File: src/rtl/mem_arbiter_2to1.sv
// mem_arbiter_2to1
// Round-robin arbiter between the I-cache (line reads only) and the D-cache
// (line reads and writes) in front of a single main-memory port. One line
// transaction of BEATS beats is in flight at a time. Response beats go only
// to the cache that owns the transaction.
//
// Handshake semantics: a transfer happens on a cycle where valid && ready are
// both high at the rising edge. A valid is never qualified by its own ready.
// The req_ready seen by a cache has two roles. In IDLE it is the acceptance
// of that cache's request. Later it is a one-cycle line-complete strobe on
// the final beat.
//
// Ports:
//   clk, reset                   clock, synchronous active-low reset
//   ic_req_*                     I-cache line read request
//   ic_resp_*                    read beats to the I-cache
//   dc_req_* (addr/rw)           D-cache request
//   dc_req_data_*                D-cache write beats
//   dc_resp_*                    read beats to the D-cache
//   mem_req_*                    memory request and write-beat channel
//   mem_resp_*                   memory read beats
//   dbg_state, dbg_beat_cnt      FSM state and beat counter, for observation
`timescale 1ns/1ps
module mem_arbiter_2to1 #(
  parameter int ADDR_BITS = 28,
  parameter int DATA_BITS = 128,
  parameter int MASK_BITS = 16,
  parameter int BEATS     = 4
) (
  input  logic                 clk,
  input  logic                 reset,
  input  logic                 ic_req_valid,
  output logic                 ic_req_ready,
  input  logic [ADDR_BITS-1:0] ic_req_addr,
  output logic                 ic_resp_valid,
  output logic [DATA_BITS-1:0] ic_resp_data,
  input  logic                 dc_req_valid,
  output logic                 dc_req_ready,
  input  logic [ADDR_BITS-1:0] dc_req_addr,
  input  logic                 dc_req_rw,
  input  logic                 dc_req_data_valid,
  output logic                 dc_req_data_ready,
  input  logic [DATA_BITS-1:0] dc_req_data_bits,
  input  logic [MASK_BITS-1:0] dc_req_data_mask,
  output logic                 dc_resp_valid,
  output logic [DATA_BITS-1:0] dc_resp_data,
  output logic                 mem_req_valid,
  input  logic                 mem_req_ready,
  output logic [ADDR_BITS-1:0] mem_req_addr,
  output logic                 mem_req_rw,
  output logic                 mem_req_data_valid,
  input  logic                 mem_req_data_ready,
  output logic [DATA_BITS-1:0] mem_req_data_bits,
  output logic [MASK_BITS-1:0] mem_req_data_mask,
  input  logic                 mem_resp_valid,
  input  logic [DATA_BITS-1:0] mem_resp_data,
  output logic [1:0]           dbg_state,
  output logic [1:0]           dbg_beat_cnt
);

  typedef enum logic [1:0] {
    IDLE  = 2'd0,
    IC_RD = 2'd1,
    DC_RD = 2'd2,
    DC_WR = 2'd3
  } state_t;

  state_t     state, state_nxt;
  logic [1:0] beat_cnt, beat_cnt_nxt;
  logic       last_grant_dc;   // 1: the D-cache won the previous grant
  logic       grant_ic, grant_dc, accept, last_beat, rd_beat, wr_beat;

  // Arbitration is only meaningful in IDLE and outside reset. On a tie the
  // client that did not win last time gets the grant.
  always_comb begin
    grant_ic = 1'b0;
    grant_dc = 1'b0;
    if (reset && state == IDLE) begin
      if (ic_req_valid && dc_req_valid) begin
        grant_ic = last_grant_dc;
        grant_dc = !last_grant_dc;
      end else begin
        grant_ic = ic_req_valid;
        grant_dc = dc_req_valid;
      end
    end
  end

  assign accept    = (grant_ic | grant_dc) & mem_req_ready;
  assign last_beat = (beat_cnt == 2'(BEATS - 1));
  assign rd_beat   = reset & mem_resp_valid & ((state == IC_RD) || (state == DC_RD));
  assign wr_beat   = reset & (state == DC_WR) & dc_req_data_valid & mem_req_data_ready;

  // State register
  always_ff @(posedge clk) begin
    if (!reset) begin
      state         <= IDLE;
      beat_cnt      <= 2'd0;
      last_grant_dc <= 1'b1;   // I-cache wins the first tie after reset
    end else begin
      state    <= state_nxt;
      beat_cnt <= beat_cnt_nxt;
      if (accept) last_grant_dc <= grant_dc;
    end
  end

  // Next-state logic
  always_comb begin
    state_nxt    = state;
    beat_cnt_nxt = beat_cnt;
    case (state)
      IDLE: begin
        if (accept) begin
          beat_cnt_nxt = 2'd0;
          if (grant_ic)       state_nxt = IC_RD;
          else if (dc_req_rw) state_nxt = DC_WR;
          else                state_nxt = DC_RD;
        end
      end
      IC_RD, DC_RD: begin
        if (rd_beat) begin
          if (last_beat) begin
            state_nxt    = IDLE;
            beat_cnt_nxt = 2'd0;
          end else begin
            beat_cnt_nxt = beat_cnt + 2'd1;
          end
        end
      end
      DC_WR: begin
        if (wr_beat) begin
          if (last_beat) begin
            state_nxt    = IDLE;
            beat_cnt_nxt = 2'd0;
          end else begin
            beat_cnt_nxt = beat_cnt + 2'd1;
          end
        end
      end
      default: state_nxt = IDLE;
    endcase
  end

  // Output logic. Everything is forced low while reset is asserted, so a
  // transaction that is being aborted forwards no more beats.
  always_comb begin
    ic_req_ready       = 1'b0;
    ic_resp_valid      = 1'b0;
    ic_resp_data       = '0;
    dc_req_ready       = 1'b0;
    dc_req_data_ready  = 1'b0;
    dc_resp_valid      = 1'b0;
    dc_resp_data       = '0;
    mem_req_valid      = 1'b0;
    mem_req_addr       = '0;
    mem_req_rw         = 1'b0;
    mem_req_data_valid = 1'b0;
    mem_req_data_bits  = '0;
    mem_req_data_mask  = '0;
    if (reset) begin
      case (state)
        IDLE: begin
          if (grant_ic) begin
            mem_req_valid = 1'b1;
            mem_req_addr  = ic_req_addr;
            mem_req_rw    = 1'b0;
            ic_req_ready  = mem_req_ready;
          end else if (grant_dc) begin
            mem_req_valid = 1'b1;
            mem_req_addr  = dc_req_addr;
            mem_req_rw    = dc_req_rw;
            dc_req_ready  = mem_req_ready;
          end
        end
        IC_RD: begin
          ic_resp_valid = mem_resp_valid;
          ic_resp_data  = mem_resp_valid ? mem_resp_data : '0;
          ic_req_ready  = rd_beat & last_beat;
        end
        DC_RD: begin
          dc_resp_valid = mem_resp_valid;
          dc_resp_data  = mem_resp_valid ? mem_resp_data : '0;
          dc_req_ready  = rd_beat & last_beat;
        end
        DC_WR: begin
          mem_req_data_valid = dc_req_data_valid;
          mem_req_data_bits  = dc_req_data_bits;
          mem_req_data_mask  = dc_req_data_mask;
          dc_req_data_ready  = mem_req_data_ready;
          dc_req_ready       = wr_beat & last_beat;
        end
        default: ;
      endcase
    end
  end

  assign dbg_state    = state;
  assign dbg_beat_cnt = beat_cnt;

endmodule

File: config.mk
export PLATFORM = sky130hd
export DESIGN_NAME = mem_arbiter_2to1
export DESIGN_NICKNAME = d
export VERILOG_FILES = /design/src/rtl/mem_arbiter_2to1.sv
export SDC_FILE = /design/constraint.sdc
export NUM_CORES = 1
export LEC_CHECK = 0
export CORE_AREA = 2 2 302 304
export DETAILED_ROUTE_END_ITERATION = 8
export DIE_AREA = 0 0 304 306
export GPL_TIMING_DRIVEN = 0
export HOLD_SLACK_MARGIN = 0.03
export PLACE_DENSITY = 0.3
export REMOVE_ABC_BUFFERS = 1
export SYNTH_ARGS = -nofsm -noshare
export SYNTH_HDL_FRONTEND = slang
export SYNTH_SLANG_ARGS = --single-unit
File: constraint.sdc
create_clock -name clk -period 2.64 [get_ports clk]
set_clock_uncertainty 0.15 [all_clocks]
set_input_delay 0.528 -clock clk [delete_from_list [all_inputs] [get_ports clk]]
set_output_delay 0.528 -clock clk [all_outputs]
set_load 0.05 [all_outputs]
==> results.txt, run 1 <==
- The congestion estimate from routability-driven global placement came to 0.843.
- Number of maximum-capacitance constraint violations: 0
* P_leak: 6.33 nW
- In the routed layout, each cell is associated on average with a via count of 2.92.
- Result of the run: finished with violations
- At the worst endpoint, the arrival time is 1.99 ns.
- In the final layout, the multi-input gates occupy 0.00328 sq mm.
- WP data required: 1.96 ns
- Post-synth cell types: 27
- Setup tns final: -0.0298 ns
- A synthesized cell averages 6.24 sq um.
- CTS built an H-tree with a depth of 1.
- Yosys printed 0 warnings.
- Pin count of the biggest net entering global routing: 56
- Detailed-route DRC error count: 0
- After floorplanning, the core was sized to cover 0.0896 sq mm.
- The layer flagged by global routing as most heavily used is met2.
- Die Y-Extent: 306 um
- Worst Slack Setup Final: -0.0298 ns
- Clock-pin slew was measured on the worst setup and hold paths at 0.03 ns.
* Clock network latency to the later pin of the worst-skew pair: 0.22 ns
- Max VDD drop: 0.000177 V
- Max_slew headroom: 43.8%
- Share of cells above drive strength 1: 37.8%
- Total count of max-transition violations in the final report: 0
- Violated checks: setup timing
* Total half-perimeter wirelength after legalization and detailed placement: 35200 um
- Register cell area after layout: 108 sq um
- Filler cell count: 10.4k
- For this run, the top clock speed supported by timing is 0.375 GHz.
* Detailed router's first-iteration violation count: 252
- Final Critical Period: 2.67 ns
* Nets: 1684
- At the pin with the least slew margin, the transition time is 0.841 ns.
* Maximum fanout count along the critical path: 6
- Seq cells post-synth: 5
- Met1 layer usage reported by global route: 11.8%
- Routed wire length per instance: 19.9 um
- TritonCTS built the clock tree.
- The worst setup path is launched from a flip-flop.
- Element type at the critical path end: output port
- Power density over the cells: 261 mW/mm^2
* Routed Wire Length: 50300 um
* Number of hold-repair buffers added at the cts stage: 0
* Placement Rows: 110
* IO Port Bufs: 776
* Antenna violations before repair: 8
- By startpoint and endpoint, the worst setup path is classified as flip-flop to output port.
* Vias after detailed routing: 7364
- Master cell of the clock root buffer: clkbuf_16
* Cell area after synthesis: 0.00345 sq mm
- For this configuration, the core starts out at a cell density of 3.85%.
- At the end of the flow the core is filled with cells to 14.2%.
- The worst hold path belongs to the class flip-flop to flip-flop.
- I/O Pins: 777
* Proportion of synthesized chip area in sequential cells: 2.90%
- The clock net in this run drives a total of 5 sinks.
- Global routing used 10.3% of the available tracks.
- Die Width: 304 um
- The floorplan step defined a die boundary enclosing 0.0930 sq mm.
- Count of final setup violators: 1
* Period utilization: 101%
* Count of endpoints failing hold in the final timing report: 0
- Number of global-route vias before repair: 7822
* Number of buffers created by CTS: 3
- Global routing used 18.6% of the available met2 tracks.
* Post-DRT Antenna Nets: 0
* Unrepaired setup endpoints after global routing: yes
- The first global-routing pass estimated 67000 um of wire.
- After technology mapping, the gate count stands at 552.
* Drt pass-1 iters: 4
* Met3 Track Usage GR: 3.39%
* Final global-route overflow total: 0
- Compared with the post-synthesis result, the final layout area differs by 270%.
* Max clock buf depth: 2
area by class of cell:
class	instances	share of cell area [%]
Antenna cell	7	0.137
Clock buffer	4	0.618
Inverter	2	0.108
Multi-Input combinational cell	484	25.7
Sequential cell	5	0.844
Tap cell	1176	11.5
Timing Repair Buffer	845	61.0
repair_timing:
item / in CTS / in global routing
endpoints found under the setup margin: 437 / 226
pin swaps: 11 / 3
resized for setup: 1901 / 377
gates cloned: 21 / 1
buffers inserted: 44 / 7
critical path: stages, from the launching register on:
cell and delay [ns]:
dfxtp_4 0.36, inv_4 0.05, ha_4 0.16, and3_4 0.20, buf_12 0.15, buf_12 0.13
buf_16 0.12, buf_12 0.14, buf_6 0.11, and2_4 0.17, buf_8 0.15
cells in the mapped netlist:
library cell  count  area (sq um)
nor2_1            2          7.51
and4_1            1          8.76
nand4b_1          1          8.76
o211ai_1          2          15.0
nand3_1           6          30.0
nor3b_1           1          7.51
a22oi_1           2          15.0
nand2_1          10          37.5
o22ai_1           1          6.26
buf_4             1          7.51
ha_1              6          75.1
a21oi_1           2          10.0
nor4b_1           1          8.76
dfxtp_1           5           100
a22o_1           28           245
nor2_2            1          6.26
nand2b_1          1          6.26
a222oi_1          1          10.0
buf_2             8          40.0
o21a_1            1          7.51
nand2_2           1          6.26
and3_1          148           926
o21ai_0           3          15.0
inv_1             2          7.51
and2_1          257          1610
clkbuf_1         59           221
a32o_1            1          10.0
worst paths after layout:
kind,start,end,slack (ns),depth (start not counted)
setup / recovery,dbg_state[0]$_SDFFE_PN0P_,dc_resp_data[23],-0.03,10
hold / removal,dbg_beat_cnt[1]$_SDFFE_PN0P_,dbg_beat_cnt[1]$_SDFFE_PN0P_,0.34,2
setup reg to reg,dbg_state[0]$_SDFFE_PN0P_,dbg_state[0]$_SDFFE_PN0P_,0.49,7
hold reg to reg,dbg_beat_cnt[1]$_SDFFE_PN0P_,dbg_beat_cnt[1]$_SDFFE_PN0P_,0.34,2
routing by layer:
| layer | share of wire, % | vias to the layer above |
|---|---|---|
| li1 | - | 3455 |
| met1 | 39 | 3402 |
| met2 | 51 | 470 |
| met3 | 8.8 | 33 |
| met4 | 1.6 | 4 |
| met5 | 0.052 | - |
kinds of logic after synthesis:
| kind of cell | count (synthesis) | synth area share (%) |
|---|---|---|
| buffers and inverters | 70 | 8.02 |
| and+or+nand+nor | 430 | 77.2 |
| adders and majority gates | 6 | 2.18 |
| AOI/OAI and AO/OA | 41 | 9.69 |
| DFF | 5 | 2.90 |
placed cells by master, fill, tap and decap left out, types with 2 or more instances in the layout:
cell and instances:
clkdlybuf4s50_1 336, ha_4 4, nand2_2 3, and2_4 15, nor2_4 2, ha_1 2, clkdlybuf4s18_2 14, dlygate4sd2_1 37
o211ai_1 2, dfxtp_4 2, bufbuf_16 7, dfxtp_1 3, buf_4 97, clkdlybuf4s15_2 27, nor2_1 2, and2_1 242
buf_8 8, a22o_1 28, nand2_1 7, clkdlybuf4s15_1 8, buf_12 17, and3_4 7, a22oi_1 2, and3_1 145
clkbuf_16 4, buf_2 163, and4_4 2, diode_2 7, a21oi_1 2, nand3_1 6, buf_16 11, clkbuf_2 10
clkbuf_4 73, o21ai_0 3, buf_6 36
flip-flops by register name, summed over array words and instances, names as in the netlist:
register,count
last_grant_dc,1
dbg_state,2
dbg_beat_cnt,2
where the power goes:
| part | internal, mW | switching, mW | total (mW) | leakage (nW) |
|---|---|---|---|---|
| sequential | 0.0958 | 0.0235 | 0.119 | 0.0423 |
| clock | 0.199 | 0.0431 | 0.243 | 0.0382 |
| combinational | 1.23 | 1.74 | 2.96 | 6.25 |
metrics by stage:
stage                     cells  hold WS (ns)  area [sq um]  power [mW]  worst slack (ns)
final                      2523         0.336         12700        3.33           -0.0298
after global placement     2436         0.337         12400        2.70             -7.58
after global routing       2518         0.358         12700        3.49           -0.0830
after detailed placement   2440         0.338         12500        2.71             -1.77
after floorplan             484         0.314          3180        1.41             -2.60
after CTS                  2509         0.346         12900        3.32            -0.217
(Power assumes the default switching activity.)
==> run 2, diff against run 1 <==
Settings changed: RECOVER_POWER set to 50.
==> results.txt, run 2 (synthesis results as in run 1) <==
- Result of the run: finished with violations
- Violated checks: setup timing
* Power share of the clock group: 7.3%
* Routability congestion estimate: 0.843
- CTS built an H-tree with a depth of 1.
* Drt pass-1 iters: 4
- Total cell area at the placement stage: 0.0125 sq mm
- Vias after detailed routing: 7341
- The net count of the finished layout is 1684.
- Data arrival time of the critical path: 2.00 ns
- In the layout the commonest cells are 336 x clkdlybuf4s50_1, 242 x and2_1, 163 x buf_2.
- Placed cells: 2440
- Switching power: 1.81 mW
* Worst min-delay path category: flip-flop to flip-flop
- Switching fraction of total power: 54.3%
* Highest achievable clock rate: 0.374 GHz
- Clock transition at the registers of the reported paths: 0.03 ns
- Using the TritonRoute via totals, the vias-per-cell ratio works out to 2.91.
* I/O Pins: 777
- Wires add up to 50300 um.
* Fraction of power consumed by combinational cells: 89.1%
* Starting density of the core: 3.85%
- Post-route non-filler standard cell count: 2524
- Sequential cells burn 3.6% of the power.
- Global routing consumed, over all layers together, 10.3% of the routing resources.
* Number of clock sinks: 5
* Total count of max-transition violations in the final report: 0
* Maximum fanout count along the critical path: 6
* Final global-route overflow total: 0
- Number of buffers created by CTS: 3
- For the pin with the worst max-slew slack, the measured transition is 0.841 ns.
* Placement Rows: 110
- Routed wire length per instance: 19.9 um
- After layout, the minimum clock period comes to 2.67 ns.
- Timing analysis after detailed placement gives a worst setup slack of -1.77 ns.
* Global-route wire length before repair: 67000 um
- Adding up every negative setup slack in the final design gives -0.0338 ns.
* Area of the die: 0.0930 sq mm
* Die Y-Extent: 306 um
- Across the VDD grid, the largest voltage drop is 0.000177 V.
- Internal power summed over all cells: 1.52 mW
- Unrepaired setup endpoints after global routing: yes
- The region available for standard cell placement spans 0.0896 sq mm.
* Number of hold-repair buffers added at the cts stage: 0
* Master cell of the clock root buffer: clkbuf_16
* Post-DRT Antenna Nets: 0
* IO Port Bufs: 776
- The initial antenna violation count came to 8.
* Count of endpoints failing hold in the final timing report: 0
* Pin count of the biggest net entering global routing: 56
* Period utilization: 101%
- Power density over the cells: 261 mW/mm^2
- Max clock buf depth: 2
* WP data required: 1.96 ns
- The critical path is of the flip-flop to output port type.
- The via count of the first global-routing pass is 7822.
* Worst Slack Setup Final: -0.0338 ns
- Area delta synth->final: 270%
* Number of maximum-capacitance constraint violations: 0
- Detailed-route DRC error count: 0
- Crit path launch type: flip-flop
- Leaving out fill and tap cells, the most frequent cell in the layout is clkdlybuf4s50_1.
* Total half-perimeter wirelength after legalization and detailed placement: 35200 um
- The worst pin sits at a relative slew slack of 43.8%.
- The finished cells cover 0.0127 sq mm.
* Clock network latency to the later pin of the worst-skew pair: 0.22 ns
- The die is 304 um wide.
- Element type at the critical path end: output port
* Share of cells above drive strength 1: 37.8%
- P_leak: 6.33 nW
- CTS tree: built
- After the first detailed-routing iteration, the DRC count stood at 245.
- Setup violations remaining at the end of the flow were counted as 1.
run 2: cell count changes in the layout (fill, tap and decap cells not counted), sizes merged:
cell / previous run / this run
diode: 7 / 8
run 2: repair_timing:
action | CTS | global route
pin swaps | 11 | 3
gates cloned | 21 | 1
gates resized for setup | 1901 | 377
endpoints found under the setup margin | 437 | 226
buffers inserted | 44 | 7
run 2: final cells by class:
class,instances,area [sq um]
antenna,8,20.0
clock buffer,4,78.8
fill,10414,76900
inverter,2,13.8
multi-input combinational,484,3280
sequential,5,108
tap,1176,1470
timing repair buffer,845,7770
run 2: final timing paths:
path	start	endpoint	slack, ns	depth (start not counted)
setup reg to reg	dbg_state[0]$_SDFFE_PN0P_	dbg_state[0]$_SDFFE_PN0P_	0.49	7
hold reg to reg	dbg_beat_cnt[1]$_SDFFE_PN0P_	dbg_beat_cnt[1]$_SDFFE_PN0P_	0.34	2
setup / recovery	dbg_state[0]$_SDFFE_PN0P_	dc_resp_data[23]	-0.03	10
hold / removal	dbg_beat_cnt[1]$_SDFFE_PN0P_	dbg_beat_cnt[1]$_SDFFE_PN0P_	0.34	2
run 2: worst max-delay path, cell delays in order, from the launching register on:
cell and delay [ns]:
dfxtp_4 0.36, inv_4 0.05, ha_4 0.16, and3_4 0.20
buf_12 0.15, buf_12 0.13, buf_16 0.12, buf_12 0.14
buf_6 0.11, and2_4 0.17, buf_8 0.15
run 2: stage by stage:
step	total power, mW	hold WS [ns]	util (%)
2_1_floorplan	1.41	0.314	-
3_3_place_gp	2.70	0.337	13.9
3_5_place_dp	2.71	0.338	14.0
4_1_cts	3.32	0.346	14.4
5_1_grt	3.49	0.358	14.2
6_report	3.33	0.336	14.2
run 2: power by group through the flow:
stage               Clock [mW]  Sequential (mW)  Combinational (mW)
floorplan                    0            0.151                1.26
detailed placement           0            0.121                2.59
global placement             0            0.115                2.59
CTS                      0.247            0.125                2.95
global route             0.257            0.123                3.12
finish                   0.243            0.119                2.96
run 2: layer usage:
layer	routed length, um	GRT usage [%]	vias up
met5	26	0	-
met4	814	1.72	4
met3	4320	3.39	33
met2	25400	18.6	464
met1	19700	11.8	3382
li1	-	-	3458
==> run 3, diff against run 2 <==
Settings changed: RECOVER_POWER 50 to not set.
==> results of run 3 <==
Final layout, timing and power as in run 1 (identical DEF).
